==> src/rtl/clk_div_monitor_if.sv <==
// rtl/clk_div_monitor_if.sv - control and status bundle between a divided-clock monitor and its user
interface clk_div_monitor_if #(
  parameter int CNT_W = 5
);
  logic             enable;
  logic             clk_div;
  logic             err_clr;
  logic             locked;
  logic             err_pulse;
  logic             err_sticky;
  logic             err_tmo;
  logic [CNT_W-1:0] period_meas;
  logic             meas_valid;

  modport master (
    output enable, clk_div, err_clr,
    input  locked, err_pulse, err_sticky, err_tmo, period_meas, meas_valid
  );

  modport slave (
    input  enable, clk_div, err_clr,
    output locked, err_pulse, err_sticky, err_tmo, period_meas, meas_valid
  );
endinterface

==> src/rtl/clk_div_monitor.sv <==
// rtl/clk_div_monitor.sv - checks phase lengths, lock and period of a divided clock sampled in clk_in
module clk_div_monitor #(
  parameter int DIV_N       = 4,
  parameter int SYNC_STAGES = 2,
  parameter int LOCK_CNT    = 4,
  parameter int TOL         = 0
) (
  input  logic             clk_in,
  input  logic             reset_n,
  clk_div_monitor_if.slave mon
);
  localparam int HALF        = DIV_N / 2;
  localparam int TMO         = 2 * DIV_N;
  localparam int CNT_W       = $clog2(4 * DIV_N) + 1;
  localparam int GOOD_TARGET = 2 * LOCK_CNT;
  localparam int GOOD_W      = $clog2(GOOD_TARGET + 1);

  localparam logic [CNT_W-1:0]  TMO_V    = CNT_W'(TMO);
  localparam logic [CNT_W-1:0]  TMO_M1   = CNT_W'(TMO - 1);
  localparam logic [CNT_W-1:0]  CNT_MAX  = '1;
  localparam logic [GOOD_W-1:0] GOOD_END = GOOD_W'(GOOD_TARGET);

  typedef enum logic [1:0] {IDLE, ACQUIRE, CHECK, LOCKED} state_t;

  state_t state_q, state_d;

  logic [SYNC_STAGES-1:0] sync_q;
  logic                   prev_q;
  logic                   s_div, edge_det, rise_det;
  logic                   phase_ok, timeout;

  logic [CNT_W-1:0]  phase_q, phase_d;
  logic [CNT_W-1:0]  per_q, per_d;
  logic [GOOD_W-1:0] good_q, good_d;
  logic              rise_seen_q, rise_seen_d;
  logic              locked_q, locked_d;
  logic              err_pulse_q, err_pulse_d;
  logic              err_sticky_q, err_sticky_d;
  logic              err_tmo_q, err_tmo_d;
  logic [CNT_W-1:0]  period_q, period_d;
  logic              meas_valid_q, meas_valid_d;

  assign s_div    = sync_q[SYNC_STAGES-1];
  assign edge_det = s_div ^ prev_q;
  assign rise_det = s_div & ~prev_q;
  // A phase is accepted when its length is within TOL of the nominal half period.
  assign phase_ok = (int'(phase_q) >= HALF - TOL) && (int'(phase_q) <= HALF + TOL);
  // Firing only on the step into TMO keeps a long stall from reporting more than once.
  assign timeout  = !edge_det && (phase_q == TMO_M1);

  // Bring clk_div into the clk_in domain and keep one delayed copy for edge detection.
  always_ff @(posedge clk_in or negedge reset_n) begin
    if (!reset_n) begin
      sync_q <= '0;
      prev_q <= 1'b0;
    end else begin
      sync_q <= {sync_q[SYNC_STAGES-2:0], mon.clk_div};
      prev_q <= s_div;
    end
  end

  // Monitor state register.
  always_ff @(posedge clk_in or negedge reset_n) begin
    if (!reset_n) state_q <= IDLE;
    else          state_q <= state_d;
  end

  // Next state, phase/period counters, lock and error decisions.
  always_comb begin
    state_d      = state_q;
    phase_d      = phase_q;
    per_d        = per_q;
    good_d       = good_q;
    rise_seen_d  = rise_seen_q;
    locked_d     = locked_q;
    err_pulse_d  = 1'b0;
    err_tmo_d    = err_tmo_q;
    err_sticky_d = err_sticky_q & ~mon.err_clr;
    period_d     = period_q;
    meas_valid_d = 1'b0;

    if (!mon.enable) begin
      state_d     = IDLE;
      phase_d     = '0;
      per_d       = '0;
      good_d      = '0;
      rise_seen_d = 1'b0;
      locked_d    = 1'b0;
    end else if (state_q == IDLE) begin
      state_d = ACQUIRE;
    end else begin
      if (edge_det)              phase_d = CNT_W'(1);
      else if (phase_q != TMO_V) phase_d = phase_q + 1'b1;

      if (rise_det)               per_d = CNT_W'(1);
      else if (per_q != CNT_MAX)  per_d = per_q + 1'b1;

      if (rise_det) begin
        if (rise_seen_q) begin
          period_d     = per_q;
          meas_valid_d = 1'b1;
        end
        rise_seen_d = 1'b1;
      end

      if (timeout) begin
        state_d     = ACQUIRE;
        err_pulse_d = 1'b1;
        err_tmo_d   = 1'b1;
        locked_d    = 1'b0;
        good_d      = '0;
        rise_seen_d = 1'b0;
      end else if (edge_det) begin
        case (state_q)
          ACQUIRE: begin
            state_d = CHECK;
            good_d  = '0;
          end
          CHECK: begin
            if (phase_ok) begin
              good_d = good_q + 1'b1;
              if (good_q + 1'b1 == GOOD_END) begin
                state_d  = LOCKED;
                locked_d = 1'b1;
              end
            end else begin
              good_d      = '0;
              err_pulse_d = 1'b1;
              err_tmo_d   = 1'b0;
            end
          end
          LOCKED: begin
            if (!phase_ok) begin
              state_d     = CHECK;
              good_d      = '0;
              locked_d    = 1'b0;
              err_pulse_d = 1'b1;
              err_tmo_d   = 1'b0;
            end
          end
          default: state_d = IDLE;
        endcase
      end
    end

    if (err_pulse_d) err_sticky_d = 1'b1;
  end

  // Register counters and all outputs.
  always_ff @(posedge clk_in or negedge reset_n) begin
    if (!reset_n) begin
      phase_q      <= '0;
      per_q        <= '0;
      good_q       <= '0;
      rise_seen_q  <= 1'b0;
      locked_q     <= 1'b0;
      err_pulse_q  <= 1'b0;
      err_sticky_q <= 1'b0;
      err_tmo_q    <= 1'b0;
      period_q     <= '0;
      meas_valid_q <= 1'b0;
    end else begin
      phase_q      <= phase_d;
      per_q        <= per_d;
      good_q       <= good_d;
      rise_seen_q  <= rise_seen_d;
      locked_q     <= locked_d;
      err_pulse_q  <= err_pulse_d;
      err_sticky_q <= err_sticky_d;
      err_tmo_q    <= err_tmo_d;
      period_q     <= period_d;
      meas_valid_q <= meas_valid_d;
    end
  end

  assign mon.locked      = locked_q;
  assign mon.err_pulse   = err_pulse_q;
  assign mon.err_sticky  = err_sticky_q;
  assign mon.err_tmo     = err_tmo_q;
  assign mon.period_meas = period_q;
  assign mon.meas_valid  = meas_valid_q;
endmodule

==> src/flat_wrapper.sv <==
// flat-port wrapper written by rule: the top's interface ports become plain ports
module clk_div_monitor_flat 
#(
  parameter int DIV_N       = 4,
  parameter int SYNC_STAGES = 2,
  parameter int LOCK_CNT    = 4,
  parameter int TOL         = 0
)
  (clk_in, reset_n, mon_enable, mon_clk_div, mon_err_clr, mon_locked, mon_err_pulse, mon_err_sticky, mon_err_tmo, mon_period_meas, mon_meas_valid);
  clk_div_monitor_if #(.CNT_W(5)) mon_i ();
  input  logic clk_in;
  input  logic reset_n;
  input wire logic [$bits(mon_i.enable)-1:0] mon_enable;
  input wire logic [$bits(mon_i.clk_div)-1:0] mon_clk_div;
  input wire logic [$bits(mon_i.err_clr)-1:0] mon_err_clr;
  output wire logic [$bits(mon_i.locked)-1:0] mon_locked;
  output wire logic [$bits(mon_i.err_pulse)-1:0] mon_err_pulse;
  output wire logic [$bits(mon_i.err_sticky)-1:0] mon_err_sticky;
  output wire logic [$bits(mon_i.err_tmo)-1:0] mon_err_tmo;
  output wire logic [$bits(mon_i.period_meas)-1:0] mon_period_meas;
  output wire logic [$bits(mon_i.meas_valid)-1:0] mon_meas_valid;
  assign mon_i.enable = mon_enable;
  assign mon_i.clk_div = mon_clk_div;
  assign mon_i.err_clr = mon_err_clr;
  assign mon_locked = mon_i.locked;
  assign mon_err_pulse = mon_i.err_pulse;
  assign mon_err_sticky = mon_i.err_sticky;
  assign mon_err_tmo = mon_i.err_tmo;
  assign mon_period_meas = mon_i.period_meas;
  assign mon_meas_valid = mon_i.meas_valid;
  clk_div_monitor #(.DIV_N(DIV_N), .SYNC_STAGES(SYNC_STAGES), .LOCK_CNT(LOCK_CNT), .TOL(TOL)) u_core (.clk_in(clk_in), .reset_n(reset_n), .mon(mon_i));
endmodule
==> config.mk <==
export PLATFORM = sky130hd
export DESIGN_NAME = clk_div_monitor_flat
export DESIGN_NICKNAME = d
export VERILOG_FILES = /design/src/rtl/clk_div_monitor_if.sv /design/src/rtl/clk_div_monitor.sv /design/src/flat_wrapper.sv
export SDC_FILE = /design/constraint.sdc
export NUM_CORES = 1
export LEC_CHECK = 0
export ABC_AREA = 0
export CORE_UTILIZATION = 40
export DETAILED_ROUTE_END_ITERATION = 10
export PLACE_DENSITY = 0.58
export SYNTH_ARGS = -nofsm -noshare
export SYNTH_HDL_FRONTEND = slang
export SYNTH_SLANG_ARGS = --single-unit
==> constraint.sdc <==
create_clock -name clk_in -period 2.6 [get_ports clk_in]
set_clock_uncertainty 0.1 [all_clocks]
set_input_delay 0.52 -clock clk_in [delete_from_list [all_inputs] [get_ports clk_in]]
set_output_delay 0.52 -clock clk_in [all_outputs]
set_load 0.01 [all_outputs]
Word-level counts from Yosys, hierarchy flattened
Cells that the tools add are included.
- flip-flop bits (word level): 30
- logic and storage cells: 110
- input bits: 5
- output and inout bits: 10
- mux-type cells: 49
- add/sub/neg operators: 3
- bitwise logic cells: 6
- equality and inequality tests: 22
- reductions and logical operators: 15
- magnitude comparators: 2
- operators with widths (operator ; number):
    two-way mux 5 bit ; 8
    two-way mux 1 bit ; 25
    two-way mux 4 bit ; 6
    two-way mux 2 bit ; 7
    inequality test 3 x 1 -> 1 bit (second input constant) ; 4
    case mux 4 bit (3 select lines) ; 1
    AND reduction 4 bit ; 3
    adder 5 x 1 -> 5 bit (second input constant) ; 2
    inequality test 5 x 2 -> 1 bit (second input constant) ; 2
    inequality test 5 bit (second input constant) ; 2
    inequality test 4 x 1 -> 1 bit (second input constant) ; 2
    inequality test 4 x 2 -> 1 bit (second input constant) ; 2
    case mux 2 bit (3 select lines) ; 1
    AND reduction 2 bit ; 3
    AND reduction 6 bit ; 1
    == test 5 x 3 -> 1 bit (second input constant) ; 1
    >= comparator 5 x 2 -> 1 bit (second input constant) ; 1
    less-or-equal comparator 5 x 2 -> 1 bit (second input constant) ; 1
    inequality test 5 x 1 -> 1 bit (second input constant) ; 1
    inequality test 5 x 4 -> 1 bit (second input constant) ; 1
    AND reduction 5 bit ; 1
    adder 4 x 1 -> 4 bit (second input constant) ; 1
    == test 2 bit (second input constant) ; 2
    == test 4 bit (second input constant) ; 1
    other kinds (12) ; 18

Depth between registers and ports, before layout
- depth in word-level cells: 9
- gate-level depth with buffers: 7
- gate-level depth less buffers: 6

Least setup slack after synthesis
Ideal clock, no wire load.
- path kind: reg2reg
- from: reg u_core.per_q[0]
- to: reg u_core.per_q[2]
- path buffers: 0
- cell stages (with the launch flop): 7
- arrival time: 1553 ps
- slack: 825 ps
- setup time: 122 ps
- data required time: 2378 ps
- clock period less this slack: 1775 ps
- cell sequence: dfrtp_1 -> ha_1 -> and3_1 -> ha_1 -> a21oi_2 -> o21ai_0 -> a32o_1
- cells in the longest elaborated chain, start to end: 5
- elaborated cells between the ends (all ways): 8
- those cells by class: 1 x add/sub; 2 x eq/ne; 4 x mux; 1 x reduce/logical
- RTL lines (what ; line ; RTL):
    start, declared ; clk_div_monitor.sv:33 ; logic [CNT_W-1:0] per_q, per_d;
    start signal, assigned ; clk_div_monitor.sv:164 ; per_q <= per_d;
    adder 5 x 1 -> 5 bit ; clk_div_monitor.sv:96 ; else if (per_q != CNT_MAX) per_d = per_q + 1'b1;
    two-way mux 5 bit ; clk_div_monitor.sv:96 ;
    two-way mux 5 bit ; clk_div_monitor.sv:95 ; if (rise_det) per_d = CNT_W'(1);
    two-way mux 5 bit ; clk_div_monitor.sv:89 ; end else if (state_q == IDLE) begin
    two-way mux 5 bit ; clk_div_monitor.sv:82 ; if (!mon.enable) begin
Parallel ways exist; a longest one is shown, timed or not. The select of a mux whose other input is x is not followed.
A chain may end at the register's enable or synchronous reset.

Worst setup path after layout
- from: in mon_enable
- to: reg u_core.per_q[2]
- cells in the longest elaborated chain, start to end: 2
- elaborated cells between the ends (all ways): 4
- those cells by class: 2 x eq/ne; 1 x mux; 1 x reduce/logical
- RTL lines (what ; line ; RTL):
    start, declared ; flat_wrapper.sv:13 ; input wire logic [$bits(mon_i.enable)-1:0] mon_enable;
    inequality test 3 x 1 -> 1 bit (no source line) or inequality test 2 bit (tied branches) ; -- ;
    AND reduction 2 bit (no source line) ; -- ;
Parallel ways exist; a longest one is shown, timed or not.

==> impl_results.md <==
* Status: finished, final reports clean
* DIE AREA at around 4100 um2
* Layout area overhead at 18.1%
* Layout cells sized above 1 at 0.102
* Synth Register Bits at 30
* Mux cell area share after synthesis at 0.0339
* Total Power at 1020 uW
* Setup crit end kind: register
* Nets at about 190
* Worst setup path startpoint: mon_enable
* Clock Tree Root: clkbuf_8
* Die span in x at about 64 um
* Final core utilization at 0.496
* Area of the multi-input gates at 721 um2
* CTS tree: yes
* Antenna violations before repair at 0
* Filler cells at roughly 360
* Core area at about 3700 um2
* Buf+Inv Stages, Crit Path at 1
* DR pass1 iterations at 4
* Avg WL per Cell at between 10 and 15 um
* H-tree levels at 2
* Peak supply drop at ~0.00037 V
* Pwr dens at ~560 nW/um2
* Row cnt at 22
* RSZ-0062 raised after global routing: false
* Largest family of logic cells by synthesized area: simple AND/OR/NAND/NOR gates
* Leak at ~0.00082 uW
* CTS hold repair buffers at 0
* RR Endpoint: u_core.good_q[3]
* Drt first-iter violations at 53
* Unique masters post-synth at 41
* Die extent in y at between 60 and 70 um
* Min Tclk post-route at around 2.1 ns
* Post-CTS sizing at 0
* CP arrival at ~2.2 ns
* Worst R2R Setup Slack at 0.62 ns
* Post-synth EDFFs at 0
* Ports at 15
* Worst skew pair latency at 0.27 ns
* Synth warn at 0
* Antenna Nets Post-Route at 0
* Slowest cell on crit path: clkdlybuf4s50_1
* Storage element area at roughly 750 um2
* Worst Reg-to-Reg Cells at 6
* Hold WS at 0.247 ns
* Worst hold stages at 0
* Final Hold Fails at 0
* Clock sink count at 30
* Cell Area, Synth at roughly 1600 um2
* Worst hold path type: register to register
* Pins Over Slew Limit at 0
* Worst EP required at roughly 2.7 ns
* Congestion Overflow GR at 0
* First-pass GRT wire length at about 5.3 mm
* Compound-cell area share of the yosys netlist at 0.164
* Largest stage delay, worst path at 0.71 ns
* Net count after synthesis at roughly 170
* Highest clock rate at roughly 480 MHz
* Top FF cell, synth: dfrtp_1
* Largest net degree at the start of global routing at 31
* Worst slew pin tran at 0.463 ns
* Crit path capture: u_core.per_q[2]
* Critical Path Start Type: primary input
* Most frequent cells in the layout: dfrtp_1, inv_1, o21ai_0, clkdlybuf4s50_1, nand2_1
* IO Port Bufs at 14
* Async S/R FF share, synth at 1.00
* CP max FO at 13
* Routed WL at between 2 and 3 mm
* Slew headroom at 0.687
* Register area share after synthesis at 0.484
* Initial core utilization at 0.420
* Postcts setup bufs at 0
* Xor-xnor portion of the synthesized cell area at 0.00565
* Cells after Synth at between 150 and 200
* Gpl congestion at ~0.84
* Delay-heaviest family, CP: buffers and inverters
* Mapped Avg Cell Area at ~9.9 um2
* ANT cells at 0
* Vias in the first global route at between 1,000 and 1,500
* Stages on worst setup path at 4
* Synth Area in Simple Gates at 0.205
* Clock Tree Buf Depth at 2
* Setup Viol. Count Final at 0
* CTS clock-pin slew for the worst setup and hold paths at ~0.060 ns
* Vias at 1,209
* Gr usage total at 0.167
* CP Class: primary input to register
* Commonest non-fill, non-tap cell in the layout: dfrtp_1
* Vias/cell at roughly 5.4
* Final setup TNS at 0 ns
* MaxCap Viol Count at 0
* Detail Placement HPWL at approximately 2.2 mm
* Synth Area in Adders at 0.0565
* Period utilisation layout at 0.804
* Worst R2R Start: u_core.phase_q[0]
* CTS buffer count at 5
* DRC viols at 0
* Worst path cell trace: clkdlybuf4s50_1 > nor3b_2 > a21oi_2 > a32o_1
==> stage by stage <==
step,cells,setup slack (ns),instance area [um2]
global route,224,0.379,1830
detailed placement,216,0.224,1740
finish,224,0.508,1830
floorplan,157,0.825,1550
CTS,224,0.517,1830
global placement,216,0.302,1740
==> cells in the mapped netlist (2+ instances only) <==
library cell	instances	area [um2]
inv_1	14	52.6
nor2b_1	5	31.3
dfrtp_1	30	751
o21ai_0	14	70.1
clkbuf_1	4	15.0
mux2_2	2	22.5
nor3_1	2	10.0
o211ai_1	2	15.0
nor2_1	7	26.3
and3_1	2	12.5
a21oi_1	8	40.0
nand3_1	8	40.0
a31oi_1	7	43.8
o21ai_1	3	15.0
ha_1	7	87.6
nand4_1	4	25.0
mux2i_1	3	30.0
nand2_1	12	45.0
==> power breakdown <==
| group | internal [uW] | switching, uW |
|---|---|---|
| clock | 213 | 162 |
| combinational | 55.8 | 76.1 |
| sequential | 489 | 22.9 |
| total | 758 | 261 |
==> metal layers <==
| layer | GRT usage | share of wire | wire, um |
|---|---|---|---|
| met1 | 0.207 | 0.48 | 1420 |
| met2 | 0.274 | 0.47 | 1400 |
| met3 | 0.0375 | 0.037 | 111 |
| met4 | 0.0833 | 0.0098 | 29 |
| met5 | 0 | 0 | 0 |
==> flip-flops by register name, indices dropped and copies added (netlist names), 2 cells and up <==
register	flops
u_core.sync_q	2
u_core.phase_q	5
u_core.good_q	4
u_core.mon.period_meas	5
u_core.per_q	5
u_core.state_q	2
==> area by class of cell <==
| cell class | instances | share of cell area |
|---|---|---|
| clock buffers | 7 | 0.0472 |
| clock inverters | 1 | 0.00273 |
| inverters | 14 | 0.0287 |
| multi-input cells | 108 | 0.394 |
| flip-flops and latches | 30 | 0.410 |
| well taps | 48 | 0.0328 |
| repair buffers | 16 | 0.0848 |
==> cell families after synthesis <==
kind of cell / count (synthesis)
AOI/OAI and AO/OA: 42
xor gates and xnor gates: 1
adders and majority gates: 7
buffers and inverters: 19
DFF: 30
muxes: 5
and+or+nand+nor: 53
==> how the worst min path moves through the flow <==
stage	start	end	slack, ns
after floorplan	reset_n	u_core.good_q[0]	0.12
after global placement	u_core.sync_q[0]	u_core.sync_q[1]	0.23
after detailed placement	u_core.sync_q[0]	u_core.sync_q[1]	0.24
after CTS	u_core.sync_q[0]	u_core.sync_q[1]	0.25
after global routing	u_core.sync_q[0]	u_core.sync_q[1]	0.26
final	u_core.sync_q[0]	u_core.sync_q[1]	0.25
(Power assumes the default switching activity.)
